--- src/rtl/dynamic_compressor_pkg.sv ---
// Shared types and helpers for the dynamic compressor: mode encoding,
// running-sum width and saturating magnitude.
package compressor_pkg;

  localparam int MAX_W = 128;

  typedef enum logic [1:0] {
    MODE_BYPASS = 2'b00,
    MODE_COMP   = 2'b01,
    MODE_LIMIT  = 2'b10,
    MODE_AVG    = 2'b11
  } mode_e;

  function automatic int sum_w(input int data_w, input int avg_log2);
    return data_w - 1 + avg_log2;
  endfunction

  // The most negative input has no positive twin; clamp it to the largest magnitude.
  function automatic logic [MAX_W-1:0] abs_sat(input logic signed [MAX_W-1:0] x,
                                               input int data_w);
    logic [MAX_W-1:0] lim;
    logic [MAX_W-1:0] m;
    lim = (MAX_W'(1) << (data_w - 1)) - MAX_W'(1);
    m   = x[MAX_W-1] ? MAX_W'(-x) : MAX_W'(x);
    return (m > lim) ? lim : m;
  endfunction

endpackage

--- src/rtl/dynamic_compressor_channel.sv ---
// One compressor channel: window buffer, running sum, envelope and gain stage.
module comp_channel
  import compressor_pkg::*;
#(
  parameter int DATA_W   = 32,
  parameter int AVG_LOG2 = 4
) (
  input  logic                clock,
  input  logic                reset,
  input  logic                smp_vld,
  input  logic [AVG_LOG2-1:0] wr_ptr,
  input  logic [DATA_W-1:0]   in_smp,
  input  logic                vld_p1,
  input  logic [DATA_W-2:0]   thr_p1,
  input  logic [4:0]          ratio_p1,
  input  logic [1:0]          mode_p1,
  output logic [DATA_W-1:0]   out_smp,
  output logic                gr_active
);

  localparam int SUM_W = sum_w(DATA_W, AVG_LOG2);
  localparam int DEPTH = 1 << AVG_LOG2;
  localparam int MAG_W = DATA_W - 1;

  logic [MAG_W-1:0]         win_q [DEPTH];
  logic [MAG_W-1:0]         win_d [DEPTH];
  logic [SUM_W-1:0]         sum_q, sum_d;
  logic signed [DATA_W-1:0] x_p1_q, x_p1_d;
  logic [MAG_W-1:0]         mag_p1_q, mag_p1_d;
  logic [DATA_W-1:0]        out_q, out_d;
  logic                     gr_q, gr_d;
  logic [MAG_W-1:0]         mag_c, env_c, omag_c;
  logic                     over_c;
  mode_e                    mode_c;

  function automatic logic [MAG_W-1:0] gain_mag(input logic [MAG_W-1:0] mag,
                                                input logic [MAG_W-1:0] env,
                                                input logic [MAG_W-1:0] thr,
                                                input logic [4:0]       ratio,
                                                input mode_e            m);
    logic [MAG_W-1:0] excess;
    excess = mag - thr;
    case (m)
      MODE_COMP:  return thr + ((int'(ratio) >= MAG_W) ? '0 : (excess >> ratio));
      MODE_LIMIT: return thr;
      MODE_AVG:   return (env < mag) ? env : mag;
      default:    return mag;
    endcase
  endfunction

  // Stage 1: magnitude, window update and running sum
  always_comb begin
    mag_c    = MAG_W'(abs_sat(MAX_W'(signed'(in_smp)), DATA_W));
    win_d    = win_q;
    sum_d    = sum_q;
    x_p1_d   = x_p1_q;
    mag_p1_d = mag_p1_q;
    if (smp_vld) begin
      win_d[wr_ptr] = mag_c;
      sum_d         = sum_q + SUM_W'(mag_c) - SUM_W'(win_q[wr_ptr]);
      x_p1_d        = signed'(in_smp);
      mag_p1_d      = mag_c;
    end
  end

  // Stage 2: envelope includes the sample just accumulated into sum_q
  assign env_c  = sum_q[SUM_W-1:AVG_LOG2];
  assign mode_c = mode_e'(mode_p1);

  always_comb begin
    out_d  = out_q;
    gr_d   = gr_q;
    over_c = (env_c > thr_p1) && (mag_p1_q > thr_p1);
    omag_c = gain_mag(mag_p1_q, env_c, thr_p1, ratio_p1, mode_c);
    if (vld_p1) begin
      if (over_c && (mode_c != MODE_BYPASS)) begin
        out_d = x_p1_q[DATA_W-1] ? -{1'b0, omag_c} : {1'b0, omag_c};
        gr_d  = 1'b1;
      end else begin
        out_d = x_p1_q;
        gr_d  = 1'b0;
      end
    end
  end

  always_ff @(posedge clock) begin
    if (reset) begin
      for (int i = 0; i < DEPTH; i++) win_q[i] <= '0;
      sum_q <= '0;
      out_q <= '0;
      gr_q  <= 1'b0;
    end else begin
      win_q <= win_d;
      sum_q <= sum_d;
      out_q <= out_d;
      gr_q  <= gr_d;
    end
  end

  always_ff @(posedge clock) begin
    x_p1_q   <= x_p1_d;
    mag_p1_q <= mag_p1_d;
  end

  assign out_smp   = out_q;
  assign gr_active = gr_q;

endmodule

--- src/rtl/dynamic_compressor.sv ---
// Multi-channel compressor/limiter top: shared write pointer, per-sample
// config capture and valid pipeline around NUM_CH independent channels.
module dynamic_compressor
  import compressor_pkg::*;
#(
  parameter int DATA_W   = 32,
  parameter int NUM_CH   = 2,
  parameter int AVG_LOG2 = 4
) (
  input  logic                     clock,
  input  logic                     reset,
  input  logic                     in_valid,
  input  logic [NUM_CH*DATA_W-1:0] in_data,
  input  logic [DATA_W-2:0]        threshold,
  input  logic [4:0]               ratio_sh,
  input  logic [1:0]               mode,
  output logic                     out_valid,
  output logic [NUM_CH*DATA_W-1:0] out_data,
  output logic [NUM_CH-1:0]        gr_active
);

  logic [AVG_LOG2-1:0] wr_ptr_q, wr_ptr_d;
  logic                vld_p1_q, vld_p1_d;
  logic                vld_p2_q, vld_p2_d;
  logic [DATA_W-2:0]   thr_p1_q, thr_p1_d;
  logic [4:0]          ratio_p1_q, ratio_p1_d;
  logic [1:0]          mode_p1_q, mode_p1_d;

  // Stage 1: config travels with the sample so mid-stream changes land cleanly
  always_comb begin
    wr_ptr_d   = wr_ptr_q;
    thr_p1_d   = thr_p1_q;
    ratio_p1_d = ratio_p1_q;
    mode_p1_d  = mode_p1_q;
    vld_p1_d   = in_valid;
    vld_p2_d   = vld_p1_q;
    if (in_valid) begin
      wr_ptr_d   = wr_ptr_q + AVG_LOG2'(1);
      thr_p1_d   = threshold;
      ratio_p1_d = ratio_sh;
      mode_p1_d  = mode;
    end
  end

  always_ff @(posedge clock) begin
    if (reset) begin
      wr_ptr_q <= '0;
      vld_p1_q <= 1'b0;
      vld_p2_q <= 1'b0;
    end else begin
      wr_ptr_q <= wr_ptr_d;
      vld_p1_q <= vld_p1_d;
      vld_p2_q <= vld_p2_d;
    end
  end

  always_ff @(posedge clock) begin
    thr_p1_q   <= thr_p1_d;
    ratio_p1_q <= ratio_p1_d;
    mode_p1_q  <= mode_p1_d;
  end

  // Stage 2: channel outputs register on vld_p1
  assign out_valid = vld_p2_q;

  for (genvar c = 0; c < NUM_CH; c++) begin : g_ch
    comp_channel #(
      .DATA_W  (DATA_W),
      .AVG_LOG2(AVG_LOG2)
    ) u_ch (
      .clock    (clock),
      .reset    (reset),
      .smp_vld  (in_valid),
      .wr_ptr   (wr_ptr_q),
      .in_smp   (in_data[c*DATA_W +: DATA_W]),
      .vld_p1   (vld_p1_q),
      .thr_p1   (thr_p1_q),
      .ratio_p1 (ratio_p1_q),
      .mode_p1  (mode_p1_q),
      .out_smp  (out_data[c*DATA_W +: DATA_W]),
      .gr_active(gr_active[c])
    );
  end

endmodule

--- config.mk ---
export PLATFORM = sky130hd
export DESIGN_NAME = dynamic_compressor
export DESIGN_NICKNAME = d
export VERILOG_FILES = /design/src/rtl/dynamic_compressor_pkg.sv /design/src/rtl/dynamic_compressor_channel.sv /design/src/rtl/dynamic_compressor.sv
export SDC_FILE = /design/constraint.sdc
export NUM_CORES = 2
export LEC_CHECK = 0
export ABC_AREA = 1
export BUFFER_PORTS_ARGS = -buffer_cell sky130_fd_sc_hd__buf_2
export CORE_MARGIN = 10
export CORE_UTILIZATION = 25
export CTS_CLUSTER_DIAMETER = 150
export DETAILED_ROUTE_END_ITERATION = 8
export GPL_ROUTABILITY_DRIVEN = 0
export HOLD_SLACK_MARGIN = 0.12
export PLACE_DENSITY_LB_ADDON = 0.25
export REMOVE_ABC_BUFFERS = 1
export SYNTH_ARGS = -nofsm -noshare
export SYNTH_HDL_FRONTEND = slang
export SYNTH_SLANG_ARGS = --single-unit
export TNS_END_PERCENT = 1
--- constraint.sdc ---
create_clock -name clock -period 6.7 [get_ports clock]
set_input_delay 0.335 -clock clock [delete_from_list [all_inputs] [get_ports clock]]
set_output_delay 0.335 -clock clock [all_outputs]
set_load 0.02 [all_outputs]
==> results summary <==
The gate count of the mapped netlist is around 12000. The register area share after synthesis is ~34%. TritonCTS built the clock tree.

The number of flip-flops and latches in the synthesized netlist came out at roughly 1300. The CTS clock-pin slew for the worst setup and hold paths came out at approximately 0.060 ns. Setup violations remaining at the end of the flow were counted as 0. The final critical delay including setup and external delays is around 6.4 ns. The number of warnings reported in the yosys synthesis log is 0. The highest clock rate came out at 0.157 GHz. The remaining antenna violation count after routing is 0. Using the TritonRoute via totals, the vias-per-cell ratio works out to between 4 and 5. The layout cell share with drive strength beyond 1 came out at 8.70%. The total leakage power is roughly 44 nW.

Summing all non-filler instances in the final layout gives an area of a little over 90000 µm². The final layout contains about 13000 nets. The origin of the worst min-delay path is threshold[22]. The final worst-path cycle share is a little over nine tenths. Of all cell types, the one taking the most synthesized area is sky130_fd_sc_hd__dfxtp_1. The worst setup path is launched from a flop. The power per standard cell area is between 300 and 400 nW/µm². The tool flagged a number of max-cap violations equal to 0. The number of buffer cells added on primary ports is around 170. The total clock buffers created by CTS is roughly 160. The clock tree synthesis step divided the H-tree into 4 levels. The layout overhead on the synthesized area is 15.6%. By instance count, the cell type seen most on the critical path is sky130_fd_sc_hd__nand2_1.

In the synthesized netlist the dominant register cell turns out to be sky130_fd_sc_hd__dfxtp_1. The number of iterations in the first detailed-routing pass came out at 6. The number of antenna violations at the first check in global routing came out at 11. The worst endpoint data arrival time is 7.08 ns. For the pin with the worst max-slew slack, the measured transition is around 1.5 ns. The count of fill cells added during filler insertion is ~36000.

The routed layout has ~80000 vias. The completed layout was analyzed and its total power is 0.0281 W. The total track usage came out at about 19%. Leaving out fill and tap cells, the most frequent cells in the layout are sky130_fd_sc_hd__inv_1, sky130_fd_sc_hd__o21ai_0, sky130_fd_sc_hd__a21oi_1, sky130_fd_sc_hd__nand2_1, sky130_fd_sc_hd__nor2_1. The critical path's slowest cell is sky130_fd_sc_hd__edfxtp_1. The total number of placement rows came out at around 210.

The number of design-rule violations left by the first detailed-router iteration is 7600. The core region area came out at about 320000 µm². The half-perimeter wire length after detailed placement came out at between 200000 and 250000 µm.

The max-slew violation count came to 60. The run finished, with violations left. The total congestion overflow came out at 0.

The distinct cell type count after synthesis came out at 77. The post-synthesis instance area came out at roughly 80000 µm². The total placed instance area is around 87000 µm². The tree is rooted in a sky130_fd_sc_hd__clkbuf_16. Setup repair after global routing left no endpoint under its margin. The first-pass GRT wire length came out at between 500000 and 600000 µm. The top-level I/O count is approximately 170.

Dividing the detail-routed wire length by the instance count gives ~21 µm. The die height is just under 600 µm. In this run the worst path has a maximum fanout of 6. In this run, synthesis inferred roughly 160 flip-flops with an integrated enable.

The clock tree buffer depth is 4. The proportion of synthesized flip-flops having asynchronous set or reset came out at 0%. The floorplan step set the die width to around 590 µm. At the later pin of the worst-skew pair, clock insertion delay measures 0.85 ns.

The area of the die came out at between 300000 and 400000 µm². In this run the biggest area consumer among cell types represents 28.3% of the synthesized area. The relative max-transition margin came out at -2.84%. The library cell used most frequently in the layout, excluding fill and tap cells, is sky130_fd_sc_hd__inv_1. The critical path starts at thr_p1_q[4]. The pin count of the biggest net entering global routing came out at roughly 230. The final routed DRC violation total came out at 0.

The worst-case IR drop observed on VDD is 0.196 mV. The worst setup path is captured at a flop. The worst clock skew on the final layout is just under 0.07 ns.

The worst hold path belongs to the class primary input to flop. The post-detailed-routing wire length came out at about 350000 µm. The number of clock sinks seen by CTS came out at around 1300. The via count of the first global-routing pass is around 74000. The required time at the endpoint of the critical path is 7.40 ns. The total count of hold-check failures in the final report was 0. For this run, the slowest stage of the critical path takes 0.52 ns. The initial core utilization came out at 25.1%. In the post-synthesis netlist, the biggest area contributors are sky130_fd_sc_hd__dfxtp_1, sky130_fd_sc_hd__o21ai_0, sky130_fd_sc_hd__a21oi_1, sky130_fd_sc_hd__inv_1, sky130_fd_sc_hd__nand2_1.

The type of the worst setup path is flop to flop. The startpoint of the lowest-slack register-to-register path is thr_p1_q[4]. The average cell area after synthesis came out at 6.69 µm². The final reports fail on slew limit.
power by group:
group | internal [W] | total, W | switching (W)
clock | 0.00491 | 0.00845 | 0.00354
combinational | 0.00359 | 0.0106 | 0.00705
sequential | 0.00829 | 0.00898 | 0.000685
total | 0.0168 | 0.0281 | 0.0113
sequential cells by signal, indices dropped and copies added, names as in the netlist:
| signal | cells |
|---|---|
| g_ch.u_ch.gr_active | 2 |
| g_ch.u_ch.win_q | 992 |
| g_ch.u_ch.sum_q | 70 |
| mode_p1_q | 2 |
| ratio_p1_q | 5 |
| out_valid | 1 |
| g_ch.u_ch.x_p1_q | 64 |
| vld_p1_q | 1 |
| thr_p1_q | 31 |
| wr_ptr_q | 4 |
| g_ch.u_ch.out_smp | 64 |
| g_ch.u_ch.mag_p1_q | 62 |
critical path, delay by kind of cell (launching register included):
family / cells / cell delay (ns)
AO/OA/AOI/OAI: 7 / 1.45
XOR/XNOR: 2 / 0.48
adder cells (fa/ha/maj): 2 / 0.67
buffers and inverters: 2 / 0.35
flip-flops: 1 / 0.52
AND/OR/NAND/NOR: 22 / 2.78
Yosys cell counts, drive strengths merged, types with 20 or more instances:
master	count
xnor2	51
a31oi	25
nand3b	42
buf	164
ha	322
nor4	61
nand2	1613
inv	1868
nor3	83
or2	50
o211ai	56
xor2	74
o21bai	20
o22ai	58
o21a	34
o21ai	1796
a21o	24
edfxtp	164
fa	66
nor2	1318
nand3	658
a21oi	1572
dfxtp	1134
nand4	103
clkbuf	562
path summary, 6_finish.rpt:
path	endpoint	slack [ns]	cells past startpoint
worst min-delay path	thr_p1_q[22]	0.23	2
worst min register to register	g_ch[1].u_ch.out_smp[0]	0.46	2
worst max-delay path	g_ch[1].u_ch.out_smp[10]	0.32	35
worst max register to register	g_ch[1].u_ch.out_smp[10]	0.32	35
routing by layer:
metal | up-vias | part of all wire, % | track usage, %
li1 | 39600 | - | -
met1 | 37200 | 43 | 24.4
met2 | 2353 | 46 | 32.2
met3 | 648 | 5.1 | 2.29
met4 | 4 | 5.9 | 9.84
met5 | - | 0.0063 | 0
kinds of logic after synthesis:
logic type      after synthesis  synth area share [%]
simple gates               3945                  21.3
compound gates             3657                  23.7
buf+inv                    2599                  12.5
flops                      1298                  34.4
fa+ha+maj                   388                  6.66
xor+xnor                    125                  1.36
mux                           5                0.0623
per-stage QoR:
stage	utilization (%)	setup slack, ns	hold slack, ns	instances	setup TNS, ns
4_1_cts	28.9	0.0168	0.187	16500	0
3_5_place_dp	27.0	0.0367	0.441	16100	0
2_1_floorplan	-	-19.10	0.407	11300	-
6_report	29.0	0.318	0.234	16500	0
5_1_grt	29.0	0.00319	0.226	16500	0
3_3_place_gp	27.0	-0.0130	0.439	16100	-0.0130
layout make-up:
| class | instances | area [µm²] | share of cell area (%) |
|---|---|---|---|
| Inverter | 1873 | 7100 | 7.64 |
| Multi-Input combinational cell | 8120 | 42900 | 46.2 |
| Tap cell | 4305 | 5390 | 5.80 |
| Clock inverter | 34 | 299 | 0.322 |
| Sequential cell | 1298 | 27600 | 29.7 |
| Timing Repair Buffer | 634 | 4920 | 5.30 |
| Antenna cell | 4 | 10.0 | 0.0108 |
| Clock buffer | 233 | 4630 | 4.98 |
what timing repair did:
item / CTS / global route
buffers inserted: 2 / 24
hold buffers: 104 / 0
endpoints found under the setup margin: 1 / 50
gates resized for setup: 0 / 33
endpoints found under the hold margin: 188 / 0
Note: power is estimated with default switching activity, not from simulation.
